## config.mk

```make
export PLATFORM = sky130hd
export DESIGN_NAME = fifo_wr_arbiter
export DESIGN_NICKNAME = d
export VERILOG_FILES = /design/src/rtl/fifo_arb_pkg.sv /design/src/rtl/fifo_wr_arbiter_rr_pick.sv /design/src/rtl/fifo_wr_arbiter.sv
export SDC_FILE = /design/constraint.sdc
export NUM_CORES = 1
export LEC_CHECK = 0
export CAP_MARGIN = 0
export CORE_UTILIZATION = 35
export DETAILED_ROUTE_END_ITERATION = 7
export GPL_ROUTABILITY_DRIVEN = 1
export GPL_TIMING_DRIVEN = 0
export HOLD_SLACK_MARGIN = 0.1
export PLACE_DENSITY_LB_ADDON = 0.25
export SLEW_MARGIN = 5
export SYNTH_ARGS = -nofsm -noshare
export SYNTH_HDL_FRONTEND = slang
export SYNTH_SLANG_ARGS = --single-unit
```

## constraint.sdc

```tcl
create_clock -name clk -period 2.3 [get_ports clk]
set_clock_uncertainty 0.05 [all_clocks]
set_input_delay 0.23 -clock clk [delete_from_list [all_inputs] [get_ports clk]]
set_output_delay 0.23 -clock clk [all_outputs]
set_load 0.02 [all_outputs]
```

## src/rtl/fifo_arb_pkg.sv

```systemverilog
// Shared types and defaults for the FIFO write-side arbiter.
// Also hosts the clog2 helper used to size requester IDs.
package fifo_arb_pkg;

   typedef enum logic {
      ARB_IDLE  = 1'b0,
      ARB_GRANT = 1'b1
   } arb_state_e;

   localparam int NREQ_DEF      = 4;
   localparam int DSIZE_DEF     = 8;
   localparam int MAX_BURST_DEF = 4;

   function automatic int clog2(input int n);
      int r;
      r = 0;
      while ((1 << r) < n) r++;
      return r;
   endfunction

endpackage

```

## src/rtl/fifo_wr_arbiter_rr_pick.sv

```systemverilog
// Rotating-priority picker: first set bit of valid_i at or after ptr_i.
// Pure combinational, so it can also serve a read-side scheduler.
module rr_pick
   import fifo_arb_pkg::*;
#(
   parameter int NREQ = NREQ_DEF,
   parameter int IDW  = clog2(NREQ)
) (
   input  logic [NREQ-1:0] valid_i,
   input  logic [IDW-1:0]  ptr_i,
   output logic            any_valid_o,
   output logic [IDW-1:0]  winner_o
);

   logic [IDW:0] idx;

   assign any_valid_o = |valid_i;

   // Scan farthest offset first so the nearest valid index wins last.
   always_comb begin
      winner_o = '0;
      idx      = '0;
      for (int k = NREQ - 1; k >= 0; k--) begin
         idx = {1'b0, ptr_i} + (IDW+1)'(k);
         if (idx >= (IDW+1)'(NREQ))
            idx = idx - (IDW+1)'(NREQ);
         if (valid_i[idx[IDW-1:0]])
            winner_o = idx[IDW-1:0];
      end
   end

endmodule

```

## src/rtl/fifo_wr_arbiter.sv

```systemverilog
// Round-robin arbiter sharing one FIFO write port among NREQ producers.
// A winner keeps the port for up to MAX_BURST beats, tagged with its ID.
module fifo_wr_arbiter
   import fifo_arb_pkg::*;
#(
   parameter int NREQ      = NREQ_DEF,
   parameter int DSIZE     = DSIZE_DEF,
   parameter int IDW       = clog2(NREQ),
   parameter int MAX_BURST = MAX_BURST_DEF
) (
   input  logic                  clk,
   input  logic                  rst_n,
   input  logic [NREQ-1:0]       req_valid,
   input  logic [NREQ*DSIZE-1:0] req_data,
   input  logic [NREQ-1:0]       req_last,
   output logic [NREQ-1:0]       req_ready,
   output logic                  fifo_wen,
   output logic [IDW+DSIZE-1:0]  fifo_wdata,
   input  logic                  fifo_wfull,
   output logic [IDW-1:0]        grant_id,
   output logic                  busy
);

   arb_state_e       state_q, state_d;
   logic [IDW-1:0]   rr_ptr_q, rr_ptr_d;
   logic [IDW-1:0]   grant_q, grant_d;
   logic [3:0]       beat_q, beat_d;
   logic             busy_q, busy_d;

   logic             any_valid;
   logic [IDW-1:0]   winner;
   logic             in_grant;
   logic             g_valid;
   logic             g_last;
   logic [DSIZE-1:0] g_data;
   logic             xfer;
   logic             done;

   rr_pick #(
      .NREQ (NREQ),
      .IDW  (IDW)
   ) u_pick (
      .valid_i     (req_valid),
      .ptr_i       (rr_ptr_q),
      .any_valid_o (any_valid),
      .winner_o    (winner)
   );

   assign in_grant = (state_q == ARB_GRANT);
   assign g_valid  = req_valid[grant_q];
   assign g_last   = req_last[grant_q];
   assign g_data   = req_data[grant_q*DSIZE +: DSIZE];

   // A full FIFO must never see wen: it advances on any write strobe.
   assign xfer = in_grant && g_valid && !fifo_wfull;
   assign done = (xfer && (g_last || (beat_q + 4'd1 == 4'(MAX_BURST))))
               || (in_grant && !g_valid);

   assign fifo_wen   = xfer;
   assign fifo_wdata = {grant_q, g_data};
   assign grant_id   = grant_q;
   assign busy       = busy_q;

   always_comb begin
      req_ready = '0;
      if (in_grant && !fifo_wfull)
         req_ready[grant_q] = 1'b1;
   end

   always_comb begin
      state_d  = state_q;
      rr_ptr_d = rr_ptr_q;
      grant_d  = grant_q;
      beat_d   = beat_q;
      busy_d   = busy_q;
      unique case (state_q)
         ARB_IDLE: begin
            if (any_valid) begin
               grant_d = winner;
               beat_d  = '0;
               busy_d  = 1'b1;
               state_d = ARB_GRANT;
            end
         end
         ARB_GRANT: begin
            if (xfer)
               beat_d = beat_q + 4'd1;
            // Explicit wrap keeps this correct for non-power-of-two NREQ.
            if (done) begin
               state_d  = ARB_IDLE;
               busy_d   = 1'b0;
               rr_ptr_d = (grant_q == IDW'(NREQ - 1)) ? '0
                        : grant_q + 1'b1;
            end
         end
         default: state_d = ARB_IDLE;
      endcase
   end

   always_ff @(posedge clk or negedge rst_n) begin
      if (!rst_n) begin
         state_q  <= ARB_IDLE;
         rr_ptr_q <= '0;
         grant_q  <= '0;
         beat_q   <= '0;
         busy_q   <= 1'b0;
      end else begin
         state_q  <= state_d;
         rr_ptr_q <= rr_ptr_d;
         grant_q  <= grant_d;
         beat_q   <= beat_d;
         busy_q   <= busy_d;
      end
   end

endmodule

```

==> results of run 1 <==
==> state kept, by name (all words and copies together), names as in the netlist <==
| name | cells |
|---|---|
| grant_id | 2 |
| busy | 1 |
| in_grant | 1 |
| rr_ptr_q | 2 |
| beat_q | 4 |
==> repair_timing <==
item                       CTS  global route
gates cloned                 0             0
resized for setup            8             9
setup buffers                0             0
setup endpoints to repair   12             9
==> cell type report <==
type | count | area (um2) | share of cell area (%)
timing repair buffer | 60 | 618 | 38.8
multi-input combinational | 63 | 598 | 37.5
sequential | 10 | 253 | 15.9
buffer | 5 | 37.5 | 2.36
tap | 30 | 37.5 | 2.36
inverter | 7 | 26.3 | 1.65
clock buffer | 3 | 22.5 | 1.41
==> cell families after synthesis <==
| kind of cell | after synthesis | share of synthesized area, % |
|---|---|---|
| simple gates | 25 | 14.6 |
| compound gates | 17 | 11.7 |
| mux | 14 | 30.6 |
| buf+inv | 12 | 5.98 |
| flops | 10 | 27.8 |
| fa+ha+maj | 6 | 8.34 |
| xor+xnor | 1 | 0.974 |
==> cell usage in the layout, fill, tap and decap left out, types with 2 or more instances in the layout <==
cell type,synthesis,final
a21oi_1,5,5
and2_1,4,4
buf_4,2,2
clkbuf_4,0,4
clkdlybuf4s50_1,0,50
dfrtp_1,10,8
dfrtp_2,0,2
dlygate4sd2_1,0,2
dlymetal6s2s_1,0,8
ha_1,6,6
inv_1,7,7
mux2_4,2,2
mux2i_1,2,2
mux4_2,10,10
nand2_1,5,4
nand3_1,5,5
nor2_1,4,4
nor2b_1,2,2
o21a_1,2,2
o21ai_0,5,5
==> report_power, final <==
part           internal [mW]  switching (mW)  total, mW
Sequential             0.251           0.106      0.357
Combinational          0.610           0.499       1.11
Clock                 0.0604          0.0576      0.118
==> worst max-delay path, delay by kind of cell, from the launching register on <==
family	cells	cell delay, ns
fa+ha+maj	1	0.13
buf+inv	3	0.94
flops	1	0.47
simple gates	1	0.11
==> metal layers <==
layer | vias up | global-route usage, %
met5 | - | 0
met4 | 0 | 6.58
met3 | 4 | 1.74
met2 | 20 | 29.3
met1 | 424 | 22.8
li1 | 443 | -
==> per-stage QoR <==
stage	hold WS (ns)	setup TNS, ns	cell area (um2)
floorplan	-0.116	0	900
global placement	0.477	-0.0749	1540
detailed placement	0.489	-0.0948	1540
CTS	0.242	0	1570
global route	0.264	0	1590
finish	0.228	0	1590
==> path summary, 6_finish.rpt <==
path / from / to / slack, ns / cells past startpoint
setup / recovery: grant_id[1]$_DFFE_PN0P_ / req_ready[0] / 0.10 / 5
hold / removal: rst_n / rr_ptr_q[0]$_DFFE_PN0P_ / 0.23 / 1
setup reg to reg: grant_id[1]$_DFFE_PN0P_ / rr_ptr_q[0]$_DFFE_PN0P_ / 0.36 / 4
hold reg to reg: busy$_DFFE_PN0P_ / busy$_DFFE_PN0P_ / 0.50 / 2
max in group asynchronous: rst_n / grant_id[0]$_DFFE_PN0P_ / 1.64 / 1
min in group clk: busy$_DFFE_PN0P_ / busy$_DFFE_PN0P_ / 0.50 / 2
==> results.txt, run 1 <==
nets -> 199
crit-path max cell delay -> 0.60 ns
synthesized flop and latch total -> 10
CP endpoint kind -> primary output
max capacitance violation total -> 0
met1 wire length -> 1020 um
Synth area leader -> dfrtp_1
first-pass GRT wire length -> 3530 um
post-synth top area share -> 27.8%
Final Hold Fails -> 0
pre-CTS setup slack -> -0.0948 ns
clock slew at reported path FFs -> 0.06 ns
full die area -> 2780 um2
fin. max-slew vios -> 0
Core ar. -> 2450 um2
worst setup margin -> 0.104 ns
Syn Nets -> 134
synth-to-layout area growth -> 77.1%
Final Cycle Share -> 95.5%
vias in the first global route -> 815
GR Overflow Total -> 0
GRT Overall Usage -> 17.4%
Crit path required time -> 2.02 ns
Initial DRC Count -> 13
final setup fails -> 0
DR vias/cell -> 5.01
fill count -> 203
metal2 WL -> 1230 um
Power per Cell Area -> 995 nW/um2
final core utilization -> 64.9%
clock sinks -> 10
Mapped Area -> 900 um2
IO Pins -> 61
Longest Clk Path Bufs -> 2
largest cells by area after synthesis -> dfrtp_1 28%, mux4_2 25%, ha_1 8.3%
Worst setup SP type -> flop
worst vdd ir -> 0.661 mV
f_max -> 0.455 GHz
Synth async-reset ratio -> 100%
vias post-DR -> 891
Design Power -> 1.58 mW
count of buffers from port buffering -> 60
Detailed Routing Iterations Pass 1 -> 3
syn_area_per_cell -> 10.6 um2
Yosys cell types -> 29
Hold WC Path Type -> primary input to async pin
H-tree levels -> 1
uppermost layer routed -> met4
Slowest-stage cell, CP -> clkdlybuf4s50_1
maximum number of pins on one net before global-route repair -> 11
die width -> 52.7 um
CP cell instances -> clkbuf_4 -> inv_1 -> ha_1 -> and2_1 -> clkdlybuf4s50_1
detailed-route wire length -> 2370 um
Final min period -> 2.20 ns
Final ANT Viol Nets -> 0
synth warn -> 0
sequential element share of the synthesized area -> 27.8%
leakage power -> 0.740 nW
gpl congestion -> 0.795
number of CTS-inserted buffers -> 3
status -> finished, final reports clean
synth cell count leaders -> 10 x dfrtp_1, 10 x mux4_2, 7 x inv_1
Root Driver -> clkbuf_4
Slew headroom -> 69.6%
Critical Path AT -> 1.92 ns
Worst Path Max Fanout -> 10
HPWL after detailed placement -> 2000 um
slew of the pin with the lowest slew margin -> 0.455 ns
routed len/inst -> 13.3 um
drc violations -> 0
most used flip-flop cell after synthesis -> dfrtp_1
Synth Instances -> 85
CTS tree -> built
worst skew pair latency -> 0.27 ns
final std cells w/o fill -> 178
cts hold-fix bufs -> 0
number of synthesized flops with an enable pin -> 0
initial antenna violation count -> 0
WS Path Type -> flop to primary output
Initial Util -> 36.6%
n_diodes -> 0
die height -> 52.7 um
Row Count -> 18
ratio of cells with drive above 1 in the final layout -> 15.5%
Cells after DPL -> 175
wire length on met3 -> 82 um
RSZ-0062 raised after global routing -> no
Power figures use the tool's default switching activity.
==> run 2: changes to the inputs <==
--- a/config.mk
+++ b/config.mk
@@ -6,7 +6,7 @@
 export NUM_CORES = 1
 export LEC_CHECK = 0
 export CAP_MARGIN = 0
-export CORE_UTILIZATION = 35
+export CORE_UTILIZATION = 38
 export DETAILED_ROUTE_END_ITERATION = 7
 export GPL_ROUTABILITY_DRIVEN = 1
 export GPL_TIMING_DRIVEN = 0
==> constraint.sdc (replaced) <==
create_clock -name clk -period 2.57 [get_ports clk]
set_clock_uncertainty 0.05 [all_clocks]
set_input_delay 0.257 -clock clk [delete_from_list [all_inputs] [get_ports clk]]
set_output_delay 0.257 -clock clk [all_outputs]
set_load 0.02 [all_outputs]
==> run 2 against run 1 <==
Power down 6.6%. Non-clock buffer count unchanged. Combinational power down 8%. First-iteration DRC count up 69%. Global-route usage up 3.5 points. Utilization up 6.4 points. Clock power up 28%. Hold slack better by 0.014 ns. Sequential share of layout area up 0.084 points. Sequential cell count unchanged. Setup slack worse by 0.0038 ns. Via count up 1.6%. Critical endpoint is now fifo_wdata[6]. Highest routed layer unchanged.
==> results.txt, run 2 (synthesized netlist as in run 1, its figures left out) <==
Worst setup SP type -> flop (unchanged)
routed len/inst -> 15.2 um (was 13.3 um)
gpl congestion -> 0.798 (was 0.795)
Final Cycle Share -> 96.1%
fin. max-slew vios -> 0 (unchanged)
H-tree levels -> 1 (unchanged)
Internal -> 0.870 mW (was 0.922 mW)
post-route cell area -> 1580 um2 (was 1590 um2)
Final Hold Fails -> 0 (unchanged)
Initial Util -> 40.7% (was 36.6%)
Reg with most FFs -> beat_q (unchanged)
leakage power -> 0.660 nW (was 0.740 nW)
most frequent cells in the layout -> 60 x clkdlybuf4s50_1, 10 x mux4_2, 9 x dfrtp_1 (was 50 x clkdlybuf4s50_1, 10 x mux4_2, 8 x dfrtp_1, 8 x dlymetal6s2s_1, 7 x inv_1)
Setup TNS Final -> 0 ns (unchanged)
f_max -> 0.405 GHz
final core utilization -> 71.3% (was 64.9%)
count of buffers from port buffering -> 60 (unchanged)
Seq pwr share -> 21.1% (was 22.6%)
WS Path Type -> flop to primary output (unchanged)
full die area -> 2570 um2 (was 2780 um2)
max capacitance violation total -> 0 (unchanged)
n_diodes -> 0 (unchanged)
Detailed Routing Iterations Pass 1 -> 4 (was 3)
dpl cell area -> 1540 um2 (about the same)
number of CTS-inserted buffers -> 3 (unchanged)
HPWL after detailed placement -> 2220 um (was 2000 um)
Cells after DPL -> 173 (was 175)
Power per Cell Area -> 938 nW/um2 (was 995 nW/um2)
worst skew pair latency -> 0.27 ns (about the same)
RSZ-0062 raised after global routing -> no (unchanged)
ratio of cells with drive above 1 in the final layout -> 14.8% (was 15.5%)
Worst Path Max Fanout -> 10 (unchanged)
drc violations -> 0 (unchanged)
GR Overflow Total -> 0 (unchanged)
Worst R2R Setup Slack -> 0.58 ns (was 0.36 ns)
Fin Hold WS -> 0.242 ns (was 0.228 ns)
Critical Path AT -> 2.16 ns (was 1.92 ns)
commonest non-fill, non-tap cell in the layout -> clkdlybuf4s50_1 (unchanged)
Final ANT Viol Nets -> 0 (unchanged)
Root Driver -> clkbuf_4 (unchanged)
fill count -> 176 (was 203)
clock sinks -> 10 (unchanged)
IO Pins -> 61 (unchanged)
DR vias/cell -> 5.11 (was 5.01)
Initial DRC Count -> 22 (was 13)
first-pass GRT wire length -> 3910 um (was 3530 um)
detailed-route wire length -> 2690 um (was 2370 um)
GRT Overall Usage -> 21.0% (was 17.4%)
Design Power -> 1.48 mW (was 1.58 mW)
synth-to-layout area growth -> 75.2% (was 77.1%)
initial antenna violation count -> 0 (unchanged)
Reg2Reg Depth -> 4 (unchanged)
switching share of power -> 41.2% (was 41.8%)
pre-CTS setup slack -> 0.111 ns (was -0.0948 ns)
worst setup margin -> 0.100 ns (was 0.104 ns)
Clock Power Share -> 10.2% (was 7.4%)
maximum number of pins on one net before global-route repair -> 11 (unchanged)
Row Count -> 17 (was 18)
worst vdd ir -> 0.574 mV (was 0.661 mV)
die width -> 50.7 um (was 52.7 um)
vias in the first global route -> 838 (was 815)
die height -> 50.7 um (was 52.7 um)
CP endpoint kind -> primary output (unchanged)
vias post-DR -> 905 (was 891)
status -> finished, final reports clean (unchanged)
area occupied by multi-input gates -> 596 um2 (was 598 um2)
cts hold-fix bufs -> 0 (unchanged)
CTS tree -> built (unchanged)
Comb power frac -> 68.7% (was 70.0%)
Longest Clk Path Bufs -> 2 (unchanged)
clock slew at reported path FFs -> 0.08 ns (was 0.06 ns)
reg2reg start -> grant_id[0]$_DFFE_PN0P_ (was grant_id[1]$_DFFE_PN0P_)
Final min period -> 2.47 ns
Sw Pwr -> 0.609 mW (was 0.663 mW)
Crit path required time -> 2.26 ns (was 2.02 ns)
nets -> 199 (unchanged)
slew of the pin with the lowest slew margin -> 0.467 ns (was 0.455 ns)
Worst R2R End -> rr_ptr_q[0]$_DFFE_PN0P_ (unchanged)
final std cells w/o fill -> 177 (was 178)
Core ar. -> 2210 um2 (was 2450 um2)
Storage cell area -> 251 um2 (was 253 um2)
Largest register FFs -> 4 (unchanged)
Hold WC Path Type -> primary input to async pin (unchanged)
Slew headroom -> 68.6% (was 69.6%)
final setup fails -> 0 (unchanged)
[run 2: worst max-delay path, cell delays in order, from the launching register on]
cell and delay (ns):
dfrtp_1 0.51, buf_4 0.28, mux4_2 0.53, clkdlybuf4s50_1 0.56
[run 2: power by group through the flow]
stage	sequential (mW)	clock, mW	combinational, mW
final	0.313	0.151	1.02
after global routing	0.328	0.163	1.09
after CTS	0.311	0.152	1.02
after detailed placement	0.315	0	1.01
after global placement	0.309	0	0.993
after floorplan	0.319	0	0.607
[run 2: layout make-up]
type | count | share of cell area, %
Buffer | 5 | 1.98
Clock buffer | 4 | 2.30
Inverter | 7 | 1.67
Multi-Input combinational cell | 63 | 37.8
Sequential cell | 10 | 16.0
Tap cell | 28 | 2.22
Timing Repair Buffer | 60 | 38.1
[run 2: repair_timing]
action	4_1_cts	5_1_grt
gates resized for setup	2	1
cloned	0	0
buffers inserted	0	0
endpoints found under the setup margin	7	1
[run 2: layer usage]
layer / routed length [um] / GRT usage [%]
met1: 1050 / 24.6
met2: 1490 / 38.7
met3: 124 / 4.85
met4: 19 / 4.17
met5: 0 / 0
[run 2: worst max-delay path by stage]
stage / end / startpoint / depth (start not counted)
after floorplan: rr_ptr_q[0]$_DFFE_PN0P_ / grant_id[0]$_DFFE_PN0P_ / 4
after global placement: fifo_wen / req_valid[0] / 5
after detailed placement: fifo_wen / req_valid[0] / 5
after CTS: fifo_wen / grant_id[1]$_DFFE_PN0P_ / 4
after global routing: fifo_wdata[1] / grant_id[0]$_DFFE_PN0P_ / 3
final: fifo_wdata[6] / grant_id[0]$_DFFE_PN0P_ / 3
